## config.mk

```make
export PLATFORM = sky130hd
export DESIGN_NAME = muldiv_seq
export DESIGN_NICKNAME = d
export VERILOG_FILES = /design/src/rtl/muldiv_pkg.sv /design/src/rtl/muldiv_seq.sv
export SDC_FILE = /design/constraint.sdc
export NUM_CORES = 1
export LEC_CHECK = 0
export CAP_MARGIN = 20
export CORE_MARGIN = 1.5
export CORE_UTILIZATION = 48
export CTS_CLUSTER_SIZE = 12
export DETAILED_ROUTE_END_ITERATION = 16
export MAX_ROUTING_LAYER = met4
export PLACE_DENSITY = 0.82
export RECOVER_POWER = 25
export SLEW_MARGIN = 20
export SYNTH_ARGS = -nofsm -noshare
export SYNTH_HDL_FRONTEND = slang
export SYNTH_SLANG_ARGS = --single-unit
```

## constraint.sdc

```tcl
create_clock -name clk -period 3.43 [get_ports clk]
set_input_delay 0.343 -clock clk [delete_from_list [all_inputs] [get_ports clk]]
set_output_delay 0.343 -clock clk [all_outputs]
set_load 0.005 [all_outputs]
```

## src/rtl/muldiv_pkg.sv

```systemverilog
// Shared definitions for the iterative multiply/divide sequencer and the
// execute-stage ALU it borrows.
package muldiv_pkg;
   typedef enum logic [1:0] {IDLE, RUN, DONE} state_t;

   localparam logic [2:0] ALU_AND = 3'b000;
   localparam logic [2:0] ALU_OR  = 3'b001;
   localparam logic [2:0] ALU_ADD = 3'b010;
   localparam logic [2:0] ALU_SUB = 3'b110;
   localparam logic [2:0] ALU_SLT = 3'b111;
endpackage

```

## src/rtl/muldiv_seq.sv

```systemverilog
// Iterative unsigned MULTU/DIVU sequencer. One shift-add (multiply) or
// restoring shift-subtract (divide) step per cycle, using the shared ALU.
// {hi,lo} is the working register pair and ends up as the result.
module muldiv_seq
   import muldiv_pkg::*;
#(
   parameter int WIDTH = 32
) (
   input  logic             clk,
   input  logic             reset,
   input  logic             start,
   input  logic             div,
   input  logic [WIDTH-1:0] a,
   input  logic [WIDTH-1:0] b,
   output logic             busy,
   output logic             done,
   output logic [WIDTH-1:0] hi,
   output logic [WIDTH-1:0] lo,
   output logic [2:0]       alu_op,
   output logic [WIDTH-1:0] alu_a,
   output logic [WIDTH-1:0] alu_b,
   input  logic [WIDTH-1:0] alu_y
);

   localparam int CW = $clog2(WIDTH) + 1;
   localparam logic [CW-1:0] LAST = CW'(WIDTH - 1);

   state_t           state;
   logic             div_q;
   logic [WIDTH-1:0] opnd;
   logic [CW-1:0]    cnt;

   // Divide partial remainder: shift the next dividend bit in from lo
   logic [WIDTH-1:0] r;
   logic             msb;
   assign r   = {hi[WIDTH-2:0], lo[WIDTH-1]};
   assign msb = hi[WIDTH-1];

   assign busy = (state == RUN);
   assign done = (state == DONE);

   // ALU operand steering; parked at add 0+0 outside RUN
   always_comb begin
      alu_op = ALU_ADD;
      alu_a  = '0;
      alu_b  = '0;
      if (state == RUN) begin
         if (div_q) begin
            alu_op = ALU_SUB;
            alu_a  = r;
         end else begin
            alu_a  = hi;
         end
         alu_b = opnd;
      end
   end

   // Step datapath: the ALU is only WIDTH wide, so the add carry is
   // recovered by the wrap-around compare and the divide borrow by the
   // 33-bit trial compare (msb set means r really exceeds any divisor)
   logic [WIDTH-1:0] sum;
   logic             carry;
   logic             take;
   always_comb begin
      sum   = hi;
      carry = 1'b0;
      if (lo[0]) begin
         sum   = alu_y;
         carry = (alu_y < hi);
      end
      take = msb || (r >= opnd);
   end

   // Sequencer FSM and working registers
   always_ff @(posedge clk or posedge reset) begin
      if (reset) begin
         state <= IDLE;
         div_q <= 1'b0;
         opnd  <= '0;
         cnt   <= '0;
         hi    <= '0;
         lo    <= '0;
      end else if (state == RUN) begin
         if (div_q) begin
            hi <= take ? alu_y : r;
            lo <= {lo[WIDTH-2:0], take};
         end else begin
            hi <= {carry, sum[WIDTH-1:1]};
            lo <= {sum[0], lo[WIDTH-1:1]};
         end
         cnt <= cnt + 1'b1;
         if (cnt == LAST) state <= DONE;
      end else if (start) begin
         // accepted from IDLE or DONE; DONE->RUN skips the IDLE bubble
         state <= RUN;
         div_q <= div;
         opnd  <= b;
         cnt   <= '0;
         hi    <= '0;
         lo    <= a;
      end else if (state == DONE) begin
         state <= IDLE;
      end
   end

endmodule

```

== Word level (Yosys, flattened, before mapping) ==
Cells that the tools add are included.

* Word-level logic and storage cells: 39
* Input port bits: 100
* Output and inout bits: 133
* Register bits after elaboration: 105

* $add $sub $neg: 1
* Bitwise operators: 1
* Magnitude comparators: 2
* Reductions and logical operators: 5
* Eq/ne operators: 4
* Muxes and demuxes: 20

{| class="wikitable"
|+ Operator list
! operator !! number
|-
| $mux 32 || 11
|-
| $ge 32x32->1 || 1
|-
| $lt 32x32->1 || 1
|-
| $mux 6 || 2
|-
| $mux 2 || 4
|-
| $add 6x1->6 const B || 1
|-
| $eq 6x5->1 const B || 1
|-
| $mux 3 || 2
|-
| $reduce_and 2->1 || 2
|-
| $reduce_bool 3->1 || 1
|-
| $eq 2x1->1 const B || 1
|-
| $eq 2x2->1 const B || 1
|-
| $ne 2x1->1 const B || 1
|-
| $reduce_bool 2->1 || 1
|-
| $logic_or 1x1->1 || 1
|-
| $mux 1 || 1
|-
| $not 1->1 || 1
|}

== Depth between registers and ports, before layout ==
* Word-level depth: 5
* Depth in mapped cells: 10
* Gate-level depth less buffers: 9

== Worst setup path after synthesis ==
No wires, ideal clock.

* Path type: flip-flop to flip-flop
* From: register hi[0]
* To: register hi[10]
* Setup slack: 1.094 ns
* Library setup time: 0.142 ns
* Clock period less this slack: 2.336 ns
* Buffers on the path: 1
* Data arrival time: 2.193 ns
* Data required time: 3.288 ns
* Cell stages (with the launch flop): 10
* Cell sequence: dfrtp_1 -> ha_1 -> nor2b_1 -> o211a_1 -> a211oi_2 -> o311ai_1 -> a21oi_4 -> buf_12 -> mux2i_1 -> o221ai_1

* Cells in the longest elaborated chain, start to end: 5

{| class="wikitable"
|+ Ends and longest elaborated chain
! element !! line !! text
|-
| from (decl) || muldiv_seq.sv:17 || <nowiki>output logic [WIDTH-1:0] hi,</nowiki>
|-
| from (signal assigned) || muldiv_seq.sv:85 || <nowiki>hi <= take ? alu_y : r;</nowiki>
|-
| from (signal assigned) || muldiv_seq.sv:88 || <nowiki>hi <= {carry, sum[WIDTH-1:1]};</nowiki>
|-
| $ge 32x32->1 || muldiv_seq.sv:71 || <nowiki>take = msb || (r >= opnd);</nowiki>
|-
| $logic_or 1x1->1 || muldiv_seq.sv:71 ||
|-
| $mux 32 || muldiv_seq.sv:85 ||
|-
| $mux 32 || muldiv_seq.sv:84 || <nowiki>if (div_q) begin</nowiki>
|-
| $mux 32 || muldiv_seq.sv:83 || <nowiki>end else if (state == RUN) begin</nowiki>
|}

Every way passes these cells.
A chain may end at the register's enable or synchronous reset.

== Worst setup path in the final report ==
* From: register state[0]
* To: output port alu_b[0]

* Cells in the longest elaborated chain, start to end: 2

{| class="wikitable"
|+ Ends and longest elaborated chain
! element !! line !! text
|-
| from (decl) || muldiv_seq.sv:28 || <nowiki>state_t state;</nowiki>
|-
| from (signal assigned) || muldiv_seq.sv:77 || <nowiki>state <= IDLE;</nowiki>
|-
| from (signal assigned) || muldiv_seq.sv:92 || <nowiki>if (cnt == LAST) state <= DONE;</nowiki>
|-
| from (signal assigned) || muldiv_seq.sv:95 || <nowiki>state <= RUN;</nowiki>
|-
| $eq 2x1->1 || muldiv_seq.sv:47 || <nowiki>if (state == RUN) begin</nowiki>
|-
| $mux 32 || muldiv_seq.sv:47 ||
|-
| to (decl) || muldiv_seq.sv:21 || <nowiki>output logic [WIDTH-1:0] alu_b,</nowiki>
|}

Every way passes these cells.

==> results.cfg <==
[global_routing]
grt_pass1_vias = 6622
track_usage_pct = 26.5
globalRouteOverflowTotal = 0
grt_first_pass_wirelength_um = 33900
grt_start_max_net_pins = 63
antenna_found_initial = 0

[power_and_ir_drop]
p_leak_nw = 4.67
p_comb_share_pct = 62.0
seqPwrFrac_pct = 27.5
p_per_area_mw_per_mm2 = 974
p_sw_w = 0.00418
power.share.clock_pct = 10.5
p_sw_share_pct = 41.7
intPower_w = 0.00585
ir_worst_vdd_mv = 0.508

[clock_network]
clock_path_buffers = 2
cts-resized-gates = 0
cts_hold_buf = 0
cts.sinks = 105
clock_latency_ns = 0.36
h-tree-depth = 3
cts_made_buffers = 9
path_clk_slew_ns = 0.08
cts_tree = yes
postCtsSetupRepairBufs = 0
clockRootBuffer = clkbuf_16

[detailed_routing]
drt_iter0_drc = 419
ant_nets = 0
vias = 6832
wire_per_inst_um = 17.4
drc_errors = 0
viasPerCell = 5.59
drt-pass1-iter-count = 5
drt-total-wl_um = 21300

[setup_path]
rr_endpoint = hi[23]
critPathCaptureType = output port
crit_fanout = 30
cp.arrival_ns = 2.35
startpoint_type = flip-flop
crit_start = state[0]
r2r_cells = 9
crit_path_end = alu_b[0]
r2r_slack_ns = 0.77
cp.required_ns = 3.09
crit_type = flip-flop to output port
r2r-start = hi[0]

[timing]
setup_tns_ns = 0
final_max_slew_viol_count = 0
finalHoldViolCount = 0
relSlewSlack_pct = 24.8
worst_slew_pin_slew_ns = 1.13
rsz0062_at_grt = false
hold_slack_ns = 0.509
max_freq_mhz = 371
setup-violations-final = 0
finalCriticalPeriod_ns = 2.69
skew_ns = 0.0139
final_min_period_over_clock_period_pct = 78.6

[synthesis]
ys_top_cells_by_area = dfrtp_1 (35%), mux2i_1 (17%), ha_1 (11%), mux2_2 (4.9%), nor2_1 (3.7%)
synth-seq-cells = 105
yosys.area.top_type = dfrtp_1
synth_nets = 967
yosysTopAreaCellShare_pct = 34.7
syn_inst = 803
yosysMostFrequentCell = mux2i_1
ys_seq_area_share_pct = 34.7
syn-cell-area_mm2 = 0.00757
yosys_most_used_dff = dfrtp_1
yosysWarnings = 0
async_reset_ff_share_pct = 100
synth.distinct_cells = 48
synth-edff-count = 0
synth_common_cells = mux2i_1 (127), dfrtp_1 (105), nor2_1 (75), inv_1 (65), ha_1 (64)
synth_area_per_cell_um2 = 9.43

[floorplanning]
initial_core_util_pct = 49.5
ioPinCount = 233
core-area_mm2 = 0.0153
die-height_um = 129
dieArea_mm2 = 0.0165
num_rows = 45
die_w_um = 129

[worst_hold_path]
hold_class = flip-flop to flip-flop
min_from = opnd[16]

[finish]
syn_to_final_growth_pct = 36.0
n_fill_cell = 1233
layout.nets = 1171
instances_no_fill = 1223
utilization_pct = 67.3
design_area_mm2 = 0.0103
num_antenna_cells = 0
drive_gt1_share_pct = 7.21

[placement]
placed_cell_area_mm2 = 0.0100
io_buffers = 230
dpl.cell_count = 1207
gp_congestion = 0.828
place_hpwl_um = 14900

[run_status]
status = finished, final reports clean

[run]
maxCapViolCount = 0
-- area by class of cell --
type / count / area (um^2) / share of cell area (%)
inverter: 66 / 250 / 2.43
sequential: 105 / 2630 / 25.6
tap: 211 / 264 / 2.56
clock buffer: 9 / 225 / 2.19
clock inverter: 7 / 71.3 / 0.692
timing repair buffer: 244 / 2400 / 23.3
multi-input combinational: 581 / 4460 / 43.3
-- power by group through the flow --
| stage | Combinational, W | Clock (W) | Sequential (W) |
|---|---|---|---|
| finish | 0.00621 | 0.00106 | 0.00276 |
| global route | 0.00684 | 0.00114 | 0.00286 |
| CTS | 0.00624 | 0.00108 | 0.00274 |
| detailed placement | 0.00619 | 0 | 0.00276 |
| global placement | 0.00605 | 0 | 0.00273 |
| floorplan | 0.00384 | 0 | 0.00242 |
-- flip-flops by register name, indices dropped and copies added, names as in the netlist --
| signal | count |
|---|---|
| hi | 32 |
| state | 2 |
| div_q | 1 |
| lo | 32 |
| cnt | 6 |
| opnd | 32 |
-- kinds of logic after synthesis --
logic type	Yosys count	synth area share (%)
compound gates	157	14.2
xor+xnor	2	0.231
fa+ha+maj	64	10.6
buf+inv	117	6.62
flops	105	34.7
mux	160	21.7
other cells	2	0.0991
simple gates	196	11.9
-- how the worst min path moves through the flow --
stage | end | depth (start not counted)
6_report | opnd[16] | 1
5_1_grt | opnd[18] | 1
4_1_cts | opnd[23] | 1
3_5_place_dp | opnd[23] | 1
3_3_place_gp | opnd[11] | 1
2_1_floorplan | opnd[30] | 1
-- cells in the final DEF (no fill, tap or decap), drive strengths merged, types with 3 or more instances in the layout --
cell | Yosys | routed
nand3 | 5 | 5
a21o | 5 | 5
a211oi | 32 | 32
buf | 20 | 14
and2 | 3 | 3
dfrtp | 105 | 105
clkbuf | 31 | 10
clkinv | 1 | 3
a221oi | 3 | 3
o21ai | 19 | 19
nand3b | 3 | 3
nand2b | 4 | 4
nor2b | 34 | 34
inv | 65 | 69
clkdlybuf4s50 | 0 | 228
nand4 | 6 | 6
ha | 64 | 64
nand2 | 59 | 59
nor2 | 75 | 75
mux2 | 33 | 33
a21oi | 55 | 55
and4 | 4 | 4
o221ai | 31 | 31
mux2i | 127 | 127
-- critical path, cell delays in order, from the launching register on --
cell and delay [ns]:
dfrtp_1 0.45, nand2b_4 0.28, clkinv_1 0.48, and2_1 0.33, clkdlybuf4s50_1 0.44
-- per-layer routing --
metal	track usage, %	wire length [um]
met5	-	0
met2	42.5	10100
met1	35.6	9830
met3	4.37	1190
met4	5.35	206
-- stage by stage --
stage,setup slack [ns],total power (W)
global route,0.596,0.0108
finish,0.735,0.0100
detailed placement,0.766,0.00895
global placement,0.883,0.00878
CTS,0.737,0.0101
floorplan,0.326,0.00626
Note: power is estimated with default switching activity, not from simulation.
